===== config.mk =====
export PLATFORM = sky130hd
export DESIGN_NAME = rr_packet_arbiter
export DESIGN_NICKNAME = d
export VERILOG_FILES = /design/src/rtl/rr_packet_arbiter.sv
export SDC_FILE = /design/constraint.sdc
export NUM_CORES = 1
export LEC_CHECK = 0
export ABC_AREA = 1
export CELL_PAD_IN_SITES_DETAIL_PLACEMENT = 0
export CELL_PAD_IN_SITES_GLOBAL_PLACEMENT = 2
export CORE_ASPECT_RATIO = 0.8
export CORE_MARGIN = 3
export CORE_UTILIZATION = 21
export DETAILED_ROUTE_END_ITERATION = 10
export GPL_TIMING_DRIVEN = 0
export HOLD_SLACK_MARGIN = 0.06
export PLACE_DENSITY = 0.83
export REMOVE_ABC_BUFFERS = 1
export SLEW_MARGIN = 25
export SYNTH_ARGS = -nofsm -noshare
export SYNTH_HDL_FRONTEND = slang
export SYNTH_SLANG_ARGS = --single-unit

===== constraint.sdc =====
create_clock -name clk_i -period 1.6 [get_ports clk_i]
set_input_delay 0.32 -clock clk_i [delete_from_list [all_inputs] [get_ports clk_i]]
set_output_delay 0.32 -clock clk_i [all_outputs]
set_load 0.01 [all_outputs]

===== src/rtl/rr_packet_arbiter.sv =====
// rr_packet_arbiter
//
// Round-robin, packet-atomic scheduler draining N show-ahead sync FIFOs into a
// single valid/ready output stream. A source keeps the grant until its
// end-of-packet beat has been popped, or until MAX_PKT beats have been popped.
// In the second case the beat is forced to end the packet and err_o is set.
// Priority then rotates to the source after the one that was served.
//
// Ports
//   clk_i     sole clock, rising edge
//   rst_n_i   asynchronous active-low reset
//   empty_i   per-source FIFO empty flags
//   data_i    per-source show-ahead head words, source i at [i*DATA_WIDTH +: DATA_WIDTH]
//   last_i    per-source end-of-packet flag of the head word
//   rd_en_o   one-hot pop strobe to the granted FIFO (combinational)
//   valid_o   output register holds a beat
//   data_o    output beat
//   last_o    output beat ends a packet
//   src_o     index of the source that produced data_o
//   ready_i   consumer accepts the beat when valid_o && ready_i
//   err_o     sticky flag, a packet was truncated at MAX_PKT
//
// state | meaning
// ------+--------------------------------------------------------------
// IDLE  | searching for a non-empty source, starting at ptr
// GRANT | popping beats from gnt until a beat with last_o is popped
module rr_packet_arbiter #(
   parameter int N          = 4,
   parameter int DATA_WIDTH = 8,
   parameter int MAX_PKT    = 16,
   localparam int SW        = (N > 1) ? $clog2(N) : 1,
   localparam int CW        = $clog2(MAX_PKT + 1)
) (
   input  logic                    clk_i,
   input  logic                    rst_n_i,
   input  logic [N-1:0]            empty_i,
   input  logic [N*DATA_WIDTH-1:0] data_i,
   input  logic [N-1:0]            last_i,
   output logic [N-1:0]            rd_en_o,
   output logic                    valid_o,
   output logic [DATA_WIDTH-1:0]   data_o,
   output logic                    last_o,
   output logic [SW-1:0]           src_o,
   input  logic                    ready_i,
   output logic                    err_o
);

   typedef enum logic {
      IDLE  = 1'b0,
      GRANT = 1'b1
   } state_t;

   state_t                  state_q, state_d;
   logic [SW-1:0]           gnt_q, gnt_d;
   logic [SW-1:0]           ptr_q, ptr_d;
   logic [CW-1:0]           cnt_q, cnt_d;

   logic                    valid_d;
   logic [DATA_WIDTH-1:0]   data_d;
   logic                    last_d;
   logic [SW-1:0]           src_d;
   logic                    err_d;

   logic                    found;
   logic [SW-1:0]           sel;
   logic                    head_empty;
   logic                    head_last;
   logic [DATA_WIDTH-1:0]   head_data;
   logic                    slot_free;
   logic                    pop;
   logic                    at_max;
   logic                    end_beat;
   logic [SW-1:0]           gnt_inc;

   // Rotating search: first non-empty source at or above ptr, otherwise the
   // lowest non-empty source (the wrap-around part of the circle).
   always_comb begin
      found = 1'b0;
      sel   = '0;
      for (int i = 0; i < N; i++) begin
         if (!found && !empty_i[i] && (SW'(i) >= ptr_q)) begin
            found = 1'b1;
            sel   = SW'(i);
         end
      end
      for (int i = 0; i < N; i++) begin
         if (!found && !empty_i[i]) begin
            found = 1'b1;
            sel   = SW'(i);
         end
      end
   end

   // Only the granted source's inputs are looked at; the rest are don't-care.
   always_comb begin
      head_empty = 1'b1;
      head_last  = 1'b0;
      head_data  = '0;
      for (int i = 0; i < N; i++) begin
         if (gnt_q == SW'(i)) begin
            head_empty = empty_i[i];
            head_last  = last_i[i];
            head_data  = data_i[i*DATA_WIDTH +: DATA_WIDTH];
         end
      end
   end

   assign slot_free = !valid_o || ready_i;
   assign pop       = (state_q == GRANT) && !head_empty && slot_free;
   assign at_max    = (cnt_q == CW'(MAX_PKT - 1));
   assign end_beat  = head_last || at_max;
   assign gnt_inc   = (gnt_q == SW'(N - 1)) ? '0 : gnt_q + 1'b1;

   always_comb begin
      rd_en_o = '0;
      for (int i = 0; i < N; i++) begin
         rd_en_o[i] = pop && (gnt_q == SW'(i));
      end
   end

   always_comb begin
      state_d = state_q;
      gnt_d   = gnt_q;
      ptr_d   = ptr_q;
      cnt_d   = cnt_q;
      valid_d = valid_o;
      data_d  = data_o;
      last_d  = last_o;
      src_d   = src_o;
      err_d   = err_o;

      case (state_q)
         IDLE: begin
            if (found) begin
               gnt_d   = sel;
               cnt_d   = '0;
               state_d = GRANT;
            end
         end
         GRANT: begin
            if (pop) begin
               data_d  = head_data;
               src_d   = gnt_q;
               valid_d = 1'b1;
               cnt_d   = cnt_q + 1'b1;
               last_d  = end_beat;
               if (at_max && !head_last) begin
                  err_d = 1'b1;
               end
               if (end_beat) begin
                  ptr_d   = gnt_inc;
                  state_d = IDLE;
               end
            end
         end
         default: begin
            state_d = IDLE;
         end
      endcase

      // Consumer took the beat and nothing refilled the register.
      if (!pop && valid_o && ready_i) begin
         valid_d = 1'b0;
      end
   end

   always_ff @(posedge clk_i or negedge rst_n_i) begin
      if (!rst_n_i) begin
         state_q <= IDLE;
         gnt_q   <= '0;
         ptr_q   <= '0;
         cnt_q   <= '0;
         valid_o <= 1'b0;
         data_o  <= '0;
         last_o  <= 1'b0;
         src_o   <= '0;
         err_o   <= 1'b0;
      end else begin
         state_q <= state_d;
         gnt_q   <= gnt_d;
         ptr_q   <= ptr_d;
         cnt_q   <= cnt_d;
         valid_o <= valid_d;
         data_o  <= data_d;
         last_o  <= last_d;
         src_o   <= src_d;
         err_o   <= err_d;
      end
   end

endmodule


==> Word level (Yosys, flattened, before mapping) <==
Cells that the tools add are included.
{ "word_totals": {"ff_bits": 23, "input_bits": 43, "output_inout_bits": 17} }
{ "op_classes": {"addsub": 2, "n_lt_le_gt_ge": 4, "eq_ne": 6, "mux": 38, "bitwise_logic": 1, "reduce_logical": 46} }
{ "ops": {"columns": ["operator", "count"], "rows": [
  ["8-bit two-way mux", 4],
  ["1-bit two-way mux", 23],
  ["1-bit logical AND", 20],
  ["1-bit zero test", 15],
  ["2-bit two-way mux", 7],
  ["5-bit two-way mux", 2],
  ["5-bit one-hot mux with 2 select lines", 1],
  ["2-bit AND reduction", 4],
  ["3-bit AND reduction", 2],
  ["5-bit by 1-bit adder with 5-bit output (second input constant)", 1],
  ["5-bit by 4-bit equality test with 1-bit output (second input constant)", 1],
  ["2-bit equality test (second input constant)", 2],
  ["1-bit by 2-bit greater-or-equal comparator with 1-bit output (first input constant)", 2],
  ["2-bit greater-or-equal comparator (first input constant)", 2],
  ["2-bit nonzero test", 2],
  ["2-bit by 1-bit adder with 2-bit output (second input constant)", 1],
  ["2-bit by 1-bit equality test with 1-bit output (second input constant)", 1],
  ["2-bit zero test", 1],
  ["1-bit logical OR", 2],
  ["2-bit by 1-bit inequality test with 1-bit output (second input constant)", 1],
  ["2-bit inequality test (second input constant)", 1],
  ["1-bit one-hot mux with 2 select lines", 1],
  ["1-bit inverter", 1]
]} }

==> Depth between registers and ports, before layout <==
{ "depth": {"ltp_word": 29, "depth_mapped": 11, "ltp_nobuf": 11} }

==> Worst setup path after synthesis <==
No wires, ideal clock.
{ "synth_path": {"path_kind": "register -> output", "from": "register gnt_q[0]", "to": "output port rd_en_o[0]", "arrival_ns": 1.433, "slack_ns": -0.153, "stages_incl_launch_ff": 10, "path_cell_list": "dfrtp_1 -> inv_1 -> ha_1 -> inv_2 -> o21ai_2 -> nand3_1 -> nand2_2 -> nand3_4 -> buf_4 -> nor2_1"} }
{ "synth_between": {"elab_chain_len": 9} }
{ "synth_lines": {"columns": ["item", "line", "rtl"], "rows": [
  ["start: declaration", "54", "logic [SW-1:0] gnt_q, gnt_d;"],
  ["start signal: assignment", "180", "gnt_q <= gnt_d;"],
  ["2-bit zero test", "100, 117", null],
  ["1-bit two-way mux (4 in series)", "100", "if (gnt_q == SW'(i)) begin"],
  ["1-bit zero test", "109", "assign pop = (state_q == GRANT) && !head_empty && slot_free;"],
  ["1-bit logical AND (2 in series)", "109", null],
  ["1-bit logical AND *", "117", "rd_en_o[i] = pop && (gnt_q == SW'(i));"],
  ["end: declaration", "39", "output logic [N-1:0] rd_en_o,"]
]} }
Every way passes the cells marked *; elsewhere a longest branch is shown, timed or not.

==> Worst setup path in the final report <==
Same ends and word-level chain as after synthesis.

==> summary.md <==
| Metric | Value |
|---|---|
| Met1 GRT Util | 0.177 |
| Minimum clock period | about 2000 ps |
| Worst hold-check path type | flip-flop to flip-flop |
| RSZ-0062 raised after global routing | yes |
| Vias per std cell | between 4 and 5 |
| Number of global-route vias before repair | 1586 |
| Status | finished with violations |
| Failing checks | negative setup slack |
| Final Setup Violations | 24 |
| Placed Area | 2180 µm² |
| Non-Filler Instances | 382 |
| Maximum vdd drop | ~0.00053 V |
| # IOs | 60 |
| Count of buffers from port buffering | 59 |
| M3 GR Usage | 0.0369 |
| FF+latch count, synth | 23 |
| Core area | around 7000 µm² |
| CTS Sinks | 23 |
| Die ar. | 8440 µm² |
| Ys Warns | 0 |
| Vias | 1638 |
| Drt first pass iters | 4 |
| Crit-path slowest cell | dfrtp_2 |
| Post-DRT Antenna Nets | 0 |
| Worst rel slew slack | 0.628 |
| Synthesized area | 1550 µm² |
| Clock skew | 1.55 ps |
| CP dominant cell by count | inv_4 |
| Endpoints failing hold | 0 |
| Critical path capture point type | output port |
| WL final | 5140 µm |
| Crit-path max FO | 5 |
| WP data arrival | about 1700 ps |
| Setup crit start kind | flip-flop |
| Final WS setup | -422 ps |
| Max incr delay on CP | 460 ps |
| CTS Root Cell | clkbuf_8 |
| Placed Cells | 352 |
| Num rows | 27 |
| Power Dens Cells | 1810 nW/µm² |
| Hpwl dp | 3310 µm |
| Worst r2r src | gnt_q[0] |
| Hold path depth | 2 |
| Period utilization | 1.26 |
| Leak | 1.17 nW |
| Initial DRC count | 50 |
| Initial Util | 0.220 |
| Max-cap viol count | 0 |
| Top cell type's share of synthesized area | 0.372 |
| DR WL/cell | 13.4 µm |
| Final nets | ~350 |
| Die Wd | between 100 and 150 µm |
| Hold path startpoint | data_o[4] |
| Grt peak-use layer | met2 |
| Worst reg-to-reg path cell count | 12 |
| Largest net degree at the start of global routing | 24 |
| Design Area, Final | 2550 µm² |
| Pre-CTS WS | -1370 ps |
| GR Util met2 | 0.195 |
| Share of layout cells above drive strength 1 | 0.227 |
| # H-tree levels | 1 |
| Highest Clock Rate | 0.495 GHz |
| Reg2Reg Setup Slack | -340 ps |
| Drt drc | 0 |
| WP data required | between 1000 and 1500 ps |
| Sequential area share after synthesis | 0.372 |
| Gr usage total | 0.125 |
| Worst path cell trace | inv_4 -> ha_4 -> inv_4 -> o21ai_2 -> nand3_2 -> nand2_2 -> nand3_4 -> nor2_1 -> buf_2 |
| CTS Buffer Depth | 2 |
| R2r endpoint | cnt_q[4] |
| Ranking of synthesized cells by area | dfrtp_1 37%, nand2_1 19%, o21ai_0 7.1%, ha_1 4.9%, inv_1 4.4% |
| Total power | 0.00461 W |
| First-pass GRT wire length | 8140 µm |
| Clk slew on worst S/H paths | 90 ps |
| Hold path endpoint | data_o[4] |
| P&R area growth vs syn | 65.0% |
| Worst-Margin Slew | between 500 and 600 ps |
| Synth Instances | between 200 and 250 |
| Initial antenna violation count | 0 |
| Distinct cells, synth | 27 |
| Total CTS buffers | 3 |
| Avg Inst Size Synth | 7.23 µm² |
| Crit Path Class | flip-flop to output port |
| Grt ovf | 0 |
| Clk_lat worst skew | 270 ps |
| N_diodes | 0 |
| GP Congestion | 0.710 |
| Final hold slack | slightly below 500 ps |
| Largest area contributor in the netlist | dfrtp_1 |
| Filler cell count | 737 |
| Die Span Y | slightly above 80 µm |
| Pins Over Slew Limit | 0 |
| CTS tree | built |
[layout by cell type, fill, tap and decap left out]
| master | netlist | layout |
|---|---|---|
| o21bai_1 | 1 | 1 |
| nor2_2 | 1 | 3 |
| nand3_1 | 11 | 10 |
| buf_6 | 3 | 4 |
| nor2_1 | 12 | 9 |
| nand2_4 | 1 | 2 |
| a21oi_2 | 2 | 1 |
| o21ai_2 | 1 | 1 |
| nand3_4 | 1 | 2 |
| buf_4 | 3 | 19 |
| nor2_4 | 0 | 2 |
| o21ai_0 | 22 | 21 |
| nand2_1 | 80 | 79 |
| buf_2 | 0 | 4 |
| inv_1 | 18 | 14 |
| or2_1 | 2 | 2 |
| o21ai_1 | 1 | 2 |
| clkdlybuf4s50_1 | 0 | 54 |
| clkinv_2 | 0 | 1 |
| a21oi_1 | 11 | 11 |
| a21oi_4 | 0 | 1 |
| clkinvlp_4 | 0 | 1 |
| dfrtp_1 | 23 | 21 |
| nand3_2 | 2 | 3 |
| nand2_2 | 5 | 5 |
| dfrtp_2 | 0 | 2 |
| clkinv_8 | 0 | 1 |
| ha_1 | 6 | 2 |
| nor2_8 | 1 | 1 |
| ha_4 | 0 | 4 |
| clkbuf_8 | 0 | 3 |
| dlygate4sd3_1 | 0 | 1 |
| inv_4 | 1 | 3 |
| buf_12 | 0 | 1 |
| o211ai_2 | 1 | 1 |
| nand4_1 | 1 | 1 |
| nand4_2 | 1 | 1 |
| inv_2 | 1 | 1 |
[worst max path at each step]
stage	cells after the start	endpoint	slack, ps	from
after CTS	9	rd_en_o[3]	-430	gnt_q[1]
after global placement	8	rd_en_o[3]	-1360	gnt_q[0]
after detailed placement	9	rd_en_o[1]	-1370	gnt_q[1]
after global routing	9	rd_en_o[0]	-500	gnt_q[0]
after floorplan	8	rd_en_o[0]	-410	gnt_q[1]
final	9	rd_en_o[0]	-420	gnt_q[0]
[cell type report]
class / instances / area (µm²) / area share
multi-input cells: 165 / 941 / 0.369
well taps: 87 / 109 / 0.0427
flip-flops and latches: 23 / 578 / 0.227
repair buffers: 83 / 778 / 0.305
clock inverters: 1 / 5.00 / 0.00196
clock buffers: 3 / 41.3 / 0.0162
inverters: 20 / 98.8 / 0.0387
[metrics by stage]
| stage | utilization | setup TNS (ps) |
|---|---|---|
| detailed placement | 0.310 | -21400 |
| global route | 0.363 | -7560 |
| floorplan | - | -5850 |
| finish | 0.363 | -5660 |
| CTS | 0.349 | -4740 |
| global placement | 0.311 | -23570 |
[Yosys cell counts]
| cell | count |
|---|---|
| nand4_2 | 1 |
| o21bai_1 | 1 |
| ha_1 | 6 |
| nand3_2 | 2 |
| nand2_1 | 80 |
| inv_4 | 1 |
| nor2_2 | 1 |
| buf_4 | 3 |
| nor2_1 | 12 |
| a21oi_2 | 2 |
| o21ai_2 | 1 |
| nand4_1 | 1 |
| nand2_4 | 1 |
| o21ai_1 | 1 |
| or2_1 | 2 |
| o21ai_0 | 22 |
| clkbuf_1 | 2 |
| nor2_8 | 1 |
| inv_2 | 1 |
| nand3_1 | 11 |
| nand3_4 | 1 |
| a21oi_1 | 11 |
| nand2_2 | 5 |
| buf_6 | 3 |
| o211ai_2 | 1 |
| dfrtp_1 | 23 |
| inv_1 | 18 |
[cell families after synthesis]
kind of cell             Yosys count  synth area share
AO/OA/AOI/OAI                     39             0.140
adder cells (fa/ha/maj)            6            0.0485
buffers and inverters             28            0.0914
flip-flops                        23             0.372
AND/OR/NAND/NOR                  118             0.348
[timing repair]
item,CTS,global route
gates cloned,1,1
hold buffers,1,0
hold endpoints to repair,21,0
endpoints found under the setup margin,25,25
pin swaps,12,7
setup buffers,17,6
gates resized for setup,42,8
[power by group]
group	internal (W)	switching (W)	total, W
clock	0.000174	0.000205	0.000380
sequential	0.000843	0.000193	0.00104
combinational	0.00147	0.00172	0.00319
[state kept, by name (all words and copies together), names as in the netlist]
name	count
cnt_q	5
data_o	8
err_o	1
gnt_q	2
last_o	1
ptr_q	2
src_o	2
state_q	1
valid_o	1
[metal layers]
metal	share of wire	vias up
li1	-	845
met1	0.50	739
met2	0.42	52
met3	0.078	2
met4	0.0016	0
met5	0	-
[critical path, delay by kind of cell (launching register included)]
family,cells,cell delay [ps]
fa+ha+maj,1,140
flops,1,460
buf+inv,3,270
simple gates,4,450
compound gates,1,110
Power figures use the tool's default switching activity.
